**src/rtl/ripple_carry_adder_pkg.sv**
```systemverilog
`default_nettype none
// ============================================================================
//  Module      : ripple_carry_adder_pkg
//  Description : Shared constants for the ripple-carry adder block.
//  Revision    : 1.0 - initial release
// ============================================================================
package ripple_carry_adder_pkg;

    // Default operand/sum width used when the parent does not override WIDTH.
    localparam int ADDER_WIDTH = 4;

endpackage : ripple_carry_adder_pkg
`default_nettype wire

```
**src/rtl/full_adder.sv**
```systemverilog
`default_nettype none
// ============================================================================
//  Module      : full_adder
//  Description : One-bit combinational full adder; one stage of the ripple
//                chain in ripple_carry_adder.
//  Revision    : 1.0 - initial release
// ============================================================================
module full_adder
    import ripple_carry_adder_pkg::*;
(
    input  logic a,
    input  logic b,
    input  logic cin,
    output logic s,
    output logic cout
);

    // Sum is the parity of the three inputs; carry is their majority.
    always_comb begin
        s    = a ^ b ^ cin;
        cout = (a & b) | (a & cin) | (b & cin);
    end

endmodule : full_adder
`default_nettype wire

```
**src/rtl/ripple_carry_adder.sv**
```systemverilog
`default_nettype none
// ============================================================================
//  Module      : ripple_carry_adder
//  Description : Parameterised unsigned adder built from a chain of WIDTH
//                full adders. The carry ripples from bit 0 upward; sum and
//                carry-out are registered for one cycle of latency.
//  Revision    : 1.0 - initial release
// ============================================================================
module ripple_carry_adder
    import ripple_carry_adder_pkg::*;
#(
    parameter int WIDTH = ADDER_WIDTH
) (
    input  logic             clk,
    input  logic             rst,
    input  logic [WIDTH-1:0] a,
    input  logic [WIDTH-1:0] b,
    input  logic             cin,
    input  logic             in_valid,
    output logic [WIDTH-1:0] sum,
    output logic             cout,
    output logic             out_valid
);

    // carry[i] is the carry into bit i; carry[WIDTH] is the adder carry-out.
    logic [WIDTH:0]   carry;
    logic [WIDTH-1:0] sum_comb;

    assign carry[0] = cin;

    generate
        for (genvar i = 0; i < WIDTH; i++) begin : g_bit
            full_adder u_fa (
                .a    (a[i]),
                .b    (b[i]),
                .cin  (carry[i]),
                .s    (sum_comb[i]),
                .cout (carry[i+1])
            );
        end
    endgenerate

    // Output register: reset wins; results load only on qualified cycles so
    // unqualified (possibly undriven) operands never reach sum/cout.
    always_ff @(posedge clk) begin
        if (rst) begin
            sum       <= '0;
            cout      <= 1'b0;
            out_valid <= 1'b0;
        end else begin
            out_valid <= in_valid;
            if (in_valid) begin
                sum  <= sum_comb;
                cout <= carry[WIDTH];
            end
        end
    end

endmodule : ripple_carry_adder
`default_nettype wire

```
**config.mk**
```make
export PLATFORM = sky130hd
export DESIGN_NAME = ripple_carry_adder
export DESIGN_NICKNAME = d
export VERILOG_FILES = /design/src/rtl/ripple_carry_adder_pkg.sv /design/src/rtl/full_adder.sv /design/src/rtl/ripple_carry_adder.sv
export SDC_FILE = /design/constraint.sdc
export NUM_CORES = 1
export LEC_CHECK = 0
export ABC_AREA = 1
export BUFFER_PORTS_ARGS = -buffer_cell sky130_fd_sc_hd__buf_2
export CAP_MARGIN = 5
export CORE_AREA = 5 5 42 44
export CTS_CLUSTER_SIZE = 28
export DETAILED_ROUTE_END_ITERATION = 6
export DIE_AREA = 0 0 47 49
export HOLD_SLACK_MARGIN = 0.15
export PLACE_DENSITY = 0.45
export SLEW_MARGIN = 25
export SYNTH_ARGS = -nofsm -noshare
export SYNTH_HDL_FRONTEND = slang
export SYNTH_SLANG_ARGS = --single-unit
export TNS_END_PERCENT = 1
```
**constraint.sdc**
```tcl
create_clock -name clk -period 2.4 [get_ports clk]
set_input_delay 0.48 -clock clk [delete_from_list [all_inputs] [get_ports clk]]
set_output_delay 0.48 -clock clk [all_outputs]
set_load 0.005 [all_outputs]
```
; Yosys cells after proc, flatten, opt, wreduce, memory -nomap -nowiden
; Index checks and enable logic that the tools add are counted.
[classes]
n_bitwise = 28
[ops]
columns = op, n
row1 = $and 1x1->1, 12
row2 = $or 1x1->1, 8
row3 = $xor 1x1->1, 8
[word_totals]
reg_bits = 6

; Depth between registers and ports, before layout
[logic_depth]
depth_word = 12
ltp_mapped = 10

; Cells and area by module
; Synthesis repeated with hierarchy kept, for this count alone.
[hier_totals]
cells_unflattened = 39
area_unflattened_um2 = 329.1
[by_module_without_submodules]
columns = mod, seq_area_each_um2, instances, cells_each, area_per_inst_um2
row1 = ripple_carry_adder, 120.1, 1, 35, 249.0
row2 = full_adder, 0.0, 4, 1, 20.0

; Worst setup path before layout
; No wires, ideal clock.
[synth_path]
path_kind = input to register
start = in a[0]
end = reg sum[3]
stages = 10
path_slack_ns = 0.225
required_time_ns = 2.336
t_arrival_ns = 2.111
n_path_buf = 0
path_cell_list = inv_1 -> fa_1 -> inv_1 -> fa_1 -> fa_1 -> inv_1 -> fa_1 -> nand2_2 -> nand2_1 -> nor2_1
[synth_between]
elab_chain_len = 10
[synth_rtl]
columns = item, line_no
row1 = start: declaration, ripple_carry_adder.sv:16  ; input logic [WIDTH-1:0] a,
row2 = $and 1x1->1, full_adder.sv:21  ; cout = (a & b) | (a & cin) | (b & cin);
row3 = $or 1x1->1 * (2 in series), full_adder.sv:21
row4 = $and 1x1->1, full_adder.sv:21
row5 = $or 1x1->1, full_adder.sv:21
row6 = $or 1x1->1 *, full_adder.sv:21
row7 = $and 1x1->1, full_adder.sv:21
row8 = $or 1x1->1, full_adder.sv:21
row9 = $or 1x1->1 *, full_adder.sv:21
row10 = $xor 1x1->1 *, full_adder.sv:20  ; s = a ^ b ^ cin;
row11 = end signal: assignment, ripple_carry_adder.sv:53  ; sum <= sum_comb;
row12 = end: declaration, ripple_carry_adder.sv:20  ; output logic [WIDTH-1:0] sum,
; Mark *: on every way between the ends. The rest lies on a longest branch, timed or not.
; A chain may end at the register's enable or synchronous reset.

; Final worst setup path
; Same ends and word-level chain as after synthesis.

==> metrics.yaml <==
status: "finished clean"
holdWs_ns: 0.407
grt_pass1_wl_um: 945
crit_path_end_kind: "register"
drv_cap: 0
clock_path_buffers: 2
crit_required_ns: 2.59
finClkSkew_ns: 0
final_common_cell: "buf_2"
finalSetupTns_ns: 0
path_max_fanout: 1
drive_above_1_share_pct: 37.9
wl_per_cell_um: 8.42
ctsResizeCount: 0
dieArea_um2: 2300
num_rows: 14
cts_htree_levels: 1
vias_per_cell: 3.64
holdBufCountCts: 0
fillers: 174
finalWeightedCongestion: 0.631
dp.cells: 71
clkTransAtPathRegs_ns: 0.05
post-cts-setup-buffers: 0
period_needed_ns: 2.08
ys_ff_latch: 6
yosysUniqueCellTypes: 9
cts_root_buf: "clkbuf_4"
dpl-instance-area_um2: 419
fin_cells: 74
timing.rr.start: "sum[2]"
io_pins: 18
initial_utilization_pct: 23.2
ant_nets: 0
cp.arrival_ns: 2.26
leakagePower_nw: 0.258
hold_depth: 2
setup-violations-final: 0
combPwrFrac_pct: 20.5
track_usage_pct: 6.36
yosys_warnings: 0
r2r_slack_ns: 1.83
vias: 269
finalMaxSlewViolations: 0
cts_tree: "yes"
portBuffers: 17
grt_pass1_vias: 252
period_share_pct: 86.5
diodes: 0
peakVddDrop_mv: 0.123
start_kind: "input pin"
first_iter_violations: 6
drc_errors: 0
min-delay-start: "rst"
stdcell_area_um2: 442
gr-total-overflow: 0
clock-sinks: 6
hold_class: "input pin to register"
final_cell_mix: "buf_2, nor2_1, inv_1"
cts_made_buffers: 3
syn_inst: 39
clk_latency_ns: 0.24
power_frac_clock_pct: 36.0
reg2reg_depth: 2
drt-pass1-iter-count: 4
max-slew-margin-rel_pct: 87.0
reg2reg_to: "sum[2]"
synth_nets: 55
p_sw_mw: 0.0664
worstHoldEndpoint: "out_valid"
switching_share_pct: 25.8
total_power_mw: 0.258
area_growth_pct: 35.8
die_height_um: 49
synth.avg_cell_area_um2: 8.34
worstMarginPinSlew_ns: 0.195
final-hold-violation-count: 0
seq_area_frac_synth_pct: 36.9
dpl.hpwl_um: 510
core-area_um2: 1400
path_class: "input pin to register"
rsz0062_at_grt: "false"
cell_internal_pwr_mw: 0.191
pwr-share-seq_pct: 43.5
grt_max_degree: 10
antenna_found_initial: 0
num-nets-final: 76
drt-total-wl_um: 623
syn_area_um2: 325
powerDensity_nw_per_um2: 583
die_x_um: 47
max_freq_mhz: 482
[logic make-up after synthesis]
group / count (synthesis) / synth area share (%)
AOI/OAI and AO/OA: 3 / 4.61
adders and majority gates: 4 / 24.6
and+or+nand+nor: 15 / 18.1
DFF: 6 / 36.9
buffers and inverters: 11 / 15.8
[per-layer routing]
layer  wire, um  GRT usage [%]
met1        299           6.87
met2        236           6.79
met3         87           6.27
met4          0           5.53
met5          0              0
[cell type report]
cell class	instances	area (um^2)	share of cell area, %
flip-flops and latches	6	120	27.2
multi-input cells	22	154	34.8
inverters	10	40.0	9.07
well taps	16	20.0	4.53
clock buffers	3	22.5	5.10
repair buffers	17	85.1	19.3
[power by group through the flow]
stage / registers (mW) / clock network (mW) / logic, mW
5_1_grt: 0.113 / 0.107 / 0.0603
3_5_place_dp: 0.114 / 0 / 0.0539
3_3_place_gp: 0.114 / 0 / 0.0544
6_report: 0.112 / 0.0928 / 0.0527
4_1_cts: 0.112 / 0.0998 / 0.0541
2_1_floorplan: 0.115 / 0 / 0.0309
[metrics by stage]
step                util [%]  worst slack, ns
floorplan                  -            0.225
global placement        29.9           0.0643
detailed placement      29.9           0.0602
CTS                     31.5            0.324
global route            31.5            0.235
finish                  31.5            0.324
[worst max-delay path, stage by stage]
cell	delay (ns)
buf_2	0.09
inv_1	0.07
fa_1	0.16
inv_1	0.04
fa_1	0.37
fa_1	0.36
inv_1	0.07
fa_1	0.42
nand2_2	0.08
nand2_1	0.04
nor2_1	0.07
[registers in the layout, indices dropped and copies added, names as in the netlist]
register and count:
out_valid 1, cout 1, sum 4
[worst max-delay path by stage]
stage          startpoint      to  slack (ns)  depth (start not counted)
2_1_floorplan        a[0]  sum[3]        0.23                         10
4_1_cts              a[0]  sum[3]        0.32                         11
6_report             a[0]  sum[3]        0.32                         11
3_3_place_gp         a[0]  sum[3]        0.06                         11
5_1_grt              a[0]  sum[3]        0.24                         11
3_5_place_dp         a[0]  sum[3]        0.06                         11
[Yosys cell counts, drive strengths merged]
master | number | area, um^2
buf | 1 | 11.3
nand2 | 5 | 21.3
nor2 | 10 | 37.5
inv | 10 | 40.0
o21ai | 3 | 15.0
fa | 4 | 80.1
dfxtp | 6 | 120
(Power assumes the default switching activity.)
